`config.mk`:
```
export PLATFORM = sky130hd
export DESIGN_NAME = seq_detect_param
export DESIGN_NICKNAME = d
export VERILOG_FILES = /design/src/rtl/seq_detect_param.sv
export SDC_FILE = /design/constraint.sdc
export NUM_CORES = 1
export LEC_CHECK = 0
export CORE_MARGIN = 2
export CORE_UTILIZATION = 53
export CTS_CLUSTER_SIZE = 10
export DETAILED_ROUTE_END_ITERATION = 10
export GPL_TIMING_DRIVEN = 1
export PLACE_DENSITY_LB_ADDON = 0.15
export SYNTH_ARGS = -nofsm -noshare
export SYNTH_HDL_FRONTEND = slang
export SYNTH_SLANG_ARGS = --single-unit
```
`constraint.sdc`:
```
create_clock -name clk -period 2.9 [get_ports clk]
set_input_delay 0.435 -clock clk [delete_from_list [all_inputs] [get_ports clk]]
set_output_delay 0.435 -clock clk [all_outputs]
set_load 0.005 [all_outputs]
```
`src/rtl/seq_detect_param.sv`:
```
// rtl/seq_detect_param.sv - parametrised Moore sequence detector with runtime pattern
// Optional saturating match counter and cnt_clr/match_cnt ports built when SEQ_DETECT_CNT_EN is defined.
module seq_detect_param #(
  parameter int                   PATTERN_W = 4,
  parameter logic [PATTERN_W-1:0] RESET_PAT = 4'b1011,
  parameter int                   CNT_W     = 8
) (
  input  logic                           clk,
  input  logic                           rst_n,
  input  logic                           x_vld,
  input  logic                           x,
  input  logic                           overlap_en,
  input  logic                           pat_load,
  input  logic [PATTERN_W-1:0]           pat_in,
`ifdef SEQ_DETECT_CNT_EN
  input  logic                           cnt_clr,
  output logic [CNT_W-1:0]               match_cnt,
`endif
  output logic                           z,
  output logic [$clog2(PATTERN_W+1)-1:0] state_o
);

  localparam int              SW     = $clog2(PATTERN_W + 1);
  localparam logic [SW-1:0]   S_FULL = SW'(PATTERN_W);

  if (PATTERN_W < 2 || PATTERN_W > 16 || CNT_W < 1) begin : g_param_check
    $error("seq_detect_param: parameter out of range");
  end

  logic [SW-1:0]        state_q, state_d, state_nxt;
  logic [PATTERN_W-1:0] pat_q, pat_d, prefix;
  logic [PATTERN_W:0]   cand, mask_k, pat_k;
  logic                 z_q, z_d;
  int                   s_eff;

  // Candidate = matched prefix followed by x; keep the longest suffix that is a pattern prefix.
  always_comb begin
    s_eff     = (state_q == S_FULL && !overlap_en) ? 0 : int'(state_q);
    prefix    = pat_q >> (PATTERN_W - s_eff);
    cand      = {prefix, x};
    state_nxt = '0;
    mask_k    = '0;
    pat_k     = '0;
    for (int k = 1; k <= PATTERN_W; k++) begin
      mask_k = {(PATTERN_W + 1){1'b1}} >> (PATTERN_W + 1 - k);
      pat_k  = {1'b0, pat_q >> (PATTERN_W - k)};
      if (k <= s_eff + 1 && (cand & mask_k) == pat_k) begin
        state_nxt = SW'(k);
      end
    end
  end

  always_comb begin
    state_d = state_q;
    pat_d   = pat_q;
    if (pat_load) begin
      pat_d   = pat_in;
      state_d = '0;
    end else if (x_vld) begin
      state_d = state_nxt;
    end
    z_d = (state_d == S_FULL);
  end

  always_ff @(posedge clk) begin
    if (!rst_n) begin
      state_q <= '0;
      pat_q   <= RESET_PAT;
      z_q     <= 1'b0;
    end else begin
      state_q <= state_d;
      pat_q   <= pat_d;
      z_q     <= z_d;
    end
  end

  assign z       = z_q;
  assign state_o = state_q;

`ifdef SEQ_DETECT_CNT_EN
  logic [CNT_W-1:0] cnt_q, cnt_d;

  always_comb begin
    cnt_d = cnt_q;
    if (cnt_clr) begin
      cnt_d = '0;
    end else if (!pat_load && x_vld && state_nxt == S_FULL && cnt_q != {CNT_W{1'b1}}) begin
      cnt_d = cnt_q + 1'b1;
    end
  end

  always_ff @(posedge clk) begin
    if (!rst_n) begin
      cnt_q <= '0;
    end else begin
      cnt_q <= cnt_d;
    end
  end

  assign match_cnt = cnt_q;
`endif

endmodule

```
; Word level (Yosys, flattened, before mapping)
; Index checks and enable logic that the tools add are counted.
[totals]
register_bits = 8
elab_cells = 29
[op_classes]
shift = 1
mux = 7
n_reduce_logical = 6
add_sub_neg = 2
n_lt_le_gt_ge = 4
n_eq_ne = 6
[ops]
columns = cell, n
row1 = $le A3 B32 Y1 const A, 2
row2 = $le A2 B32 Y1 const A, 1
row3 = $shr A4 B32 Y3, 1
row4 = $mux W3, 4
row5 = $eq A3 B3 Y1 const B, 2
row6 = $logic_and A1 B1 Y1, 5
row7 = $add A3 B1 Y4 const B, 1
row8 = $eq A4 B4 Y1, 1
row9 = $le A3 B4 Y1 const A, 1
row10 = $mux W2, 2
row11 = $sub A3 B3 Y4 const A, 1
row12 = $eq A3 B3 Y1, 1
row13 = $eq A2 B2 Y1, 1
row14 = $eq A1 B1 Y1, 1
row15 = $logic_not A1 Y1, 1
row16 = $mux W1, 1

; Longest topological paths before layout
; Gate-level depths: netlist of run 1.
[logic_depth]
depth_word = 13
ltp_mapped = 10

; Worst setup path before layout of run 1
; No wires, ideal clock.
[synth_timing]
kind = reg-to-reg
startpoint = register state_q[0] (netlist: state_o[0])
endpoint = register state_q[0] (netlist: state_o[0])
setup_time_ns = 0.128
n_path_buf = 2
path_stages_with_launch = 11
setup_slack_ns = 0.694
arrival_ns = 2.079
path_cell_list = dfxtp_1 -> buf_6 -> inv_1 -> ha_1 -> buf_6 -> mux2_2 -> and3_4 -> o2bb2ai_4 -> a311oi_1 -> a221oi_1 -> o21ai_1
[synth_via]
elab_chain_len = 12
[synth_lines]
columns = item, line_no
row1 = from (decl), 30  ; logic [SW-1:0] state_q, state_d, state_nxt;
row2 = from (signal assigned), 71  ; state_q <= state_d;
row3 = $eq A3 B3 Y1, 38  ; s_eff = (state_q == S_FULL && !overlap_en) ? 0 : int'(state_q);
row4 = $logic_and A1 B1 Y1, 38
row5 = $mux W3, 38
row6 = $add A3 B1 Y4 / $sub A3 B3 Y4 (equally long branches), "47, 39"
row7 = $le A2 B32 Y1 / $shr A4 B32 Y3 (equally long branches), "47, 39"
row8 = $logic_and A1 B1 Y1 / $eq A2 B2 Y1 (equally long branches), 47  ; if (k <= s_eff + 1 && (cand & mask_k) == pat_k) begin
row9 = $mux W1 / $logic_and A1 B1 Y1 (equally long branches), 47
row10 = $mux W2 (2 in series), 47
row11 = $mux W3, 47
row12 = $mux W3 (*), 59  ; end else if (x_vld) begin
row13 = $mux W3 (*), 56  ; if (pat_load) begin
; Every way passes the cells marked *; elsewhere a longest branch is shown, timed or not.
; A chain may end at the register's enable or synchronous reset.

; Final worst setup path of run 1
; Same ends and word-level chain as after synthesis.

==> metrics.md, run 1 <==
| Metric | Value |
|---|---|
| Outcome | `finished, final reports clean` |
| H-tree depth | `1` |
| DP HPWL | `1610 µm` |
| RSZ-0062 raised after global routing | `false` |
| Wirelength, routed | `roughly 2000 µm` |
| DR pass1 iterations | `4` |
| Top post-synthesis cells by area | `dfxtp_1 18%, ha_1 5.5%, nand2_1 4.5%` |
| Synth cell types | `49` |
| Final Setup Violations | `0` |
| Hold WC Path Type | `reg2reg` |
| ANT nets after route | `0` |
| Area leader, netlist | `dfxtp_1` |
| Startpoint Class | `register` |
| Share of cells above drive strength 1 | `0.178` |
| Worst Hold Launch | `pat_q[0]` |
| CTS tree | `yes` |
| FILL cells | `133` |
| GP Congestion | `0.872` |
| Register-to-Register Path Depth | `8` |
| WS Path Type | `reg2reg` |
| Ys Warns | `0` |
| Gr usage total | `0.231` |
| Lkg Pwr | `0.366 nW` |
| Max Freq | `427 MHz` |
| Minimum clock period | `2.34 ns` |
| Max Cap Violations | `0` |
| Area delta synth->final | `14.4%` |
| Setup WS post-layout | `0.556 ns` |
| Slowest CP cell | `ha_1` |
| Post-CTS setup buffer count | `0` |
| Die X | `45.5 µm` |
| Core ar. | `0.00156 mm²` |
| Vias in the first global route | `801` |
| Post-CTS sizing | `0` |
| Cell Chain, Critical Path | `inv_1 -> ha_1 -> mux2_2 -> and3_4 -> o2bb2ai_4 -> xnor2_1 -> a221oi_1 -> o21ai_1` |
| Least-Margin Pin Slew | `0.517 ns` |
| Initial core utilization | `0.584` |
| EDFF count, synth | `0` |
| PwrDens | `around 270 mW/mm²` |
| IO Pins | `14` |
| Max incr delay on CP | `0.46 ns` |
| GRT overflow | `0` |
| Worst rel slew slack | `0.652` |
| Ys flop type | `dfxtp_1` |
| Worst-Skew Late Latency | `0.25 ns` |
| Wire per inst | `15.0 µm` |
| Height of the die | `approximately 45 µm` |
| Post-placement worst setup slack | `roughly 0.45 ns` |
| # DRC | `0` |
| I/O Buffers | `13` |
| Syn_nets | `122` |
| Peak supply drop | `roughly 0.22 mV` |
| Setup TNS | `0 ns` |
| Layout Nets | `134` |
| Synthesized area | `around 910 µm²` |
| Clock skew | `0.00246 ns` |
| First-pass GRT wire length | `3530 µm` |
| Row cnt | `14` |
| Syn Area/Cell | `8.43 µm²` |
| Commonest cells post-synth | `11 x nand2_1, 8 x dfxtp_1, 8 x inv_1` |
| Pin count of the biggest net entering global routing | `15` |
| Die Area | `0.00207 mm²` |
| Tcrit/Tclk final | `0.808` |
| Clock root cell | `clkbuf_4` |
| Async SR Flop Fraction | `0` |
| Initial antenna violation count | `0` |
| WHS Path Cells | `2` |
| CP arrival | `2.47 ns` |
| Worst EP required | `3.03 ns` |
| DR vias/cell | `6.46` |
| Clock Tree Buf Depth | `2` |
| Hold-fix buffers at CTS | `0` |
| Critical path peak fanout | `8` |
| Antenna diode count | `0` |
| Inserted Clock Buffers | `3` |
| Worst-path clk slew | `0.05 ns` |
| Vias | `866` |
| Cells after Synth | `108` |
| Crit path launch | `state_o[0]` |
| CTS sink cnt | `8` |
| Top-area cell type share of the netlist area | `0.176` |
| 1st-iter DRT viols | `22` |
| Yosys reg bits | `8` |
| Post-synthesis sequential area ratio | `0.176` |
| Most common cell in the netlist | `nand2_1` |
| Max Slew Vio Count | `0` |
| Worst flop-to-flop path startpoint | `state_o[0]` |
| Crit path capture type | `register` |
| Final hold vios | `0` |
==> kinds of logic (layout without fill, tap and decap cells) <==
group                    after synthesis  count (layout)  share of synthesized area
adder cells (fa/ha/maj)                4               4                     0.0549
AO/OA/AOI/OAI                         35              35                      0.334
AND/OR/NAND/NOR                       34              34                      0.229
flip-flops                             8               8                      0.176
buffers and inverters                 17              27                      0.102
multiplexers                           5               5                     0.0563
XOR/XNOR                               5               5                     0.0481
==> metrics by stage <==
step           total power [mW]  std cells  utilization  area (µm²)  hold WS [ns]
6_report                  0.284        134        0.669        1040         0.543
5_1_grt                   0.297        134        0.669        1040         0.580
4_1_cts                   0.285        134        0.669        1040         0.541
3_5_place_dp              0.200        131        0.654        1020         0.526
3_3_place_gp              0.198        131        0.654        1020         0.533
2_1_floorplan             0.178        108            -         911         0.482
==> layer usage <==
metal / vias up / part of all wire / track usage
li1: 426 / - / -
met1: 408 / 0.45 / 0.309
met2: 26 / 0.50 / 0.366
met3: 6 / 0.042 / 0.0278
met4: 0 / 0.014 / 0.112
met5: - / 0 / 0
==> cell type report <==
cell class | instances | area, µm² | share of cell area
Multi-Input combinational cell | 83 | 658 | 0.631
Sequential cell | 8 | 160 | 0.154
Timing Repair Buffer | 15 | 145 | 0.139
Inverter | 9 | 36.3 | 0.0348
Clock buffer | 3 | 22.5 | 0.0216
Tap cell | 16 | 20.0 | 0.0192
==> layout by cell type (no fill, tap or decap), drive strengths merged, types with 2 or more instances in the layout <==
cell type      synthesis  final
dfxtp                  8      8
a31oi                  5      5
o2111ai                2      2
o21ai                  4      4
ha                     4      4
clkbuf                 2      3
inv                    9      9
nor2                   4      4
a21boi                 2      2
nand3                  2      2
xor2                   2      2
a21oi                  3      3
nor2b                  3      3
xnor2                  3      3
a21o                   2      2
clkdlybuf4s50          0     13
nand3b                 3      3
a221oi                 2      2
o211ai                 2      2
nor4                   3      3
o21a                   3      3
buf                    6      2
nand2                 11     11
a311oi                 2      2
mux2i                  4      4
==> critical path: cells and delay by family (launching register included) <==
kind                     cells  cell delay [ns]
adder cells (fa/ha/maj)      1             0.46
multiplexers                 1             0.38
buffers and inverters        1             0.08
XOR/XNOR                     1             0.09
AO/OA/AOI/OAI                3             0.68
AND/OR/NAND/NOR              1             0.19
flip-flops                   1             0.34
==> where the power goes <==
part	switching, mW	internal (mW)
Sequential	0.00801	0.114
Clock	0.0377	0.0473
Combinational	0.0383	0.0381
Total	0.0841	0.200
==> worst paths after layout <==
kind / to / slack (ns)
worst min-delay path: pat_q[0] / 0.54
worst max register to register: state_o[0] / 0.56
worst max-delay path: state_o[0] / 0.56
worst min register to register: pat_q[0] / 0.54
==> state kept, by name, indices dropped and copies added (netlist names) <==
register / cells
pat_q: 4
state_o: 3
z: 1
Note: power is estimated with default switching activity, not from simulation.
==> inputs of run 2 (changes only) <==
--- a/config.mk
+++ b/config.mk
@@ -6,7 +6,7 @@
 export NUM_CORES = 1
 export LEC_CHECK = 0
 export CORE_MARGIN = 2
-export CORE_UTILIZATION = 53
+export CORE_UTILIZATION = 48
 export CTS_CLUSTER_SIZE = 10
 export DETAILED_ROUTE_END_ITERATION = 10
 export GPL_TIMING_DRIVEN = 1
==> constraint.sdc (replaced) <==
create_clock -name clk -period 2.1 [get_ports clk]
set_input_delay 0.315 -clock clk [delete_from_list [all_inputs] [get_ports clk]]
set_output_delay 0.315 -clock clk [all_outputs]
set_load 0.005 [all_outputs]
==> metrics.md, run 2 (synthesis gave the netlist of run 1 again) <==
| Metric | Value |
|---|---|
| Outcome | `finished, final reports clean` |
| Worst rel slew slack | `0.684 (+0.0318)` |
| Worst-Skew Late Latency | `0.28 ns (+0.03 ns)` |
| Sw Ratio | `0.324 (+0.0274)` |
| Startpoint Class | `register` |
| Area delta synth->final | `28.4%` |
| Hold-fix buffers at CTS | `0 (unchanged)` |
| WS Path Type | `reg2reg` |
| Wirelength, routed | `2210 µm (+10%)` |
| Worst-path clk slew | `0.06 ns (about the same)` |
| Initial core utilization | `0.516 (-0.0680)` |
| Final hold vios | `0 (unchanged)` |
| I/O Buffers | `13 (unchanged)` |
| Setup TNS | `0 ns (unchanged)` |
| 1st-iter DRT viols | `18 (-18%)` |
| Clock Tree Buf Depth | `2 (unchanged)` |
| Least-Margin Pin Slew | `0.474 ns (-0.0435 ns)` |
| IO Pins | `14 (unchanged)` |
| ANT nets after route | `0 (unchanged)` |
| Sequential power share | `0.387 (-0.044)` |
| Row cnt | `15 (+1)` |
| Hold WC Path Type | `reg2reg` |
| Clock skew | `0.00856 ns (+0.00610 ns)` |
| Most frequent cells in the layout | `13 x clkdlybuf4s50_1, 11 x nand2_1, 8 x buf_4, 6 x inv_1, 6 x dfxtp_1` |
| Max Slew Vio Count | `0 (unchanged)` |
| Dpl cells | `146 (+11%)` |
| Most common cell after layout, fill and taps aside | `clkdlybuf4s50_1` |
| Clock root cell | `clkbuf_4` |
| Gr usage total | `0.229 (-0.00252)` |
| Post-placement worst setup slack | `-0.167 ns (-0.619 ns)` |
| Lkg Pwr | `0.408 nW (+12%)` |
| Vias | `881 (+1.7%)` |
| Worst EP required | `2.25 ns (-0.78 ns)` |
| Minimum clock period | `2.04 ns (-0.307 ns)` |
| Comb power frac | `0.286 (+0.017)` |
| GRT overflow | `0 (unchanged)` |
| Pint | `0.294 mW (+47%)` |
| Switching pwr | `0.141 mW (+67%)` |
| Worst hold slack | `0.605 ns (+0.0626 ns)` |
| Clk pwr share | `0.327 (+0.027)` |
| CP arrival | `2.19 ns (-0.28 ns)` |
| GP Congestion | `0.857 (-1.7%)` |
| Critical path peak fanout | `8 (unchanged)` |
| PwrDens | `372 mW/mm² (+37%)` |
| Vias in the first global route | `815 (+1.7%)` |
| # DRC | `0 (unchanged)` |
| CTS tree | `yes` |
| Die X | `47.6 µm (+4.6%)` |
| Wire per inst | `14.8 µm (-1.6%)` |
| Antenna diode count | `0 (unchanged)` |
| Die Area | `0.00226 mm² (+9.5%)` |
| Tcrit/Tclk final | `0.970 (+0.162)` |
| CTS sink cnt | `8 (unchanged)` |
| First-pass GRT wire length | `3550 µm (+0.79%)` |
| Max Cap Violations | `0 (unchanged)` |
| Peak supply drop | `0.350 mV (+60%)` |
| RSZ-0062 raised after global routing | `false` |
| Final core occ | `0.663 (-0.00542)` |
| Max Freq | `491 MHz (+15%)` |
| Non-Filler Instances | `150 (+12%)` |
| DP HPWL | `1700 µm (+5.5%)` |
| Max reg flops | `4 (unchanged)` |
| Share of cells above drive strength 1 | `0.296 (+0.118)` |
| Setup WS post-layout | `0.0636 ns (-0.493 ns)` |
| Layout Nets | `140 (+4.5%)` |
| Biggest register | `pat_q` |
| Crit path capture type | `register` |
| Core ar. | `0.00176 mm² (+13%)` |
| Initial antenna violation count | `0 (unchanged)` |
| Inserted Clock Buffers | `3 (unchanged)` |
| Pin count of the biggest net entering global routing | `15 (unchanged)` |
| H-tree depth | `1 (unchanged)` |
| DR vias/cell | `5.87 (-9.1%)` |
| Final Setup Violations | `0 (unchanged)` |
| DR pass1 iterations | `4 (unchanged)` |
| Height of the die | `47.6 µm (+4.6%)` |
| Post-CTS setup buffer count | `0 (unchanged)` |
run 2: cell count changes in the layout (fill, tap and decap cells not counted), sizes merged:
cell / change
buf: +6
clkbuf: +1
run 2: final timing paths:
check | start | to | slack [ns] | depth (start not counted)
max | state_o[2] | state_o[1] | 0.06 | 6
min | pat_q[0] | pat_q[0] | 0.61 | 2
max reg2reg | state_o[2] | state_o[1] | 0.06 | 6
min reg2reg | pat_q[0] | pat_q[0] | 0.61 | 2
run 2: power by group through the flow:
stage | clock network (mW) | logic [mW] | registers (mW)
finish | 0.142 | 0.124 | 0.168
global route | 0.156 | 0.133 | 0.169
CTS | 0.141 | 0.117 | 0.167
detailed placement | 0 | 0.116 | 0.170
global placement | 0 | 0.113 | 0.170
floorplan | 0 | 0.0859 | 0.163
run 2: area by class of cell:
type | count | area (µm²)
multi-input combinational | 83 | 718
tap | 25 | 31.3
fill | 160 | 594
sequential | 8 | 165
clock buffer | 4 | 26.3
timing repair buffer | 21 | 190
inverter | 9 | 38.8
run 2: metrics by stage:
step / cell area [µm²] / power [mW]
2_1_floorplan: 935 / 0.248
3_3_place_gp: 1100 / 0.284
3_5_place_dp: 1100 / 0.286
4_1_cts: 1130 / 0.424
5_1_grt: 1170 / 0.459
6_report: 1170 / 0.435
run 2: critical path, stage by stage, from the launching register on:
cell and delay, ns:
dfxtp_1 0.57, buf_4 0.22, a21oi_1 0.07, a311oi_1 0.34, o2111ai_2 0.23, o311ai_2 0.37, o21ai_1 0.12
run 2: repair_timing:
action	in CTS	in global routing
endpoints found under the setup margin	0	4
hold endpoints to repair	0	0
resized for setup	0	8
run 2: per-layer routing:
metal | vias to the layer above | GRT usage | share of wire
met3 | 9 | 0.0755 | 0.043
met4 | 0 | 0.0865 | 0.023
li1 | 441 | - | -
met2 | 25 | 0.378 | 0.48
met5 | - | 0 | 0
met1 | 406 | 0.276 | 0.45
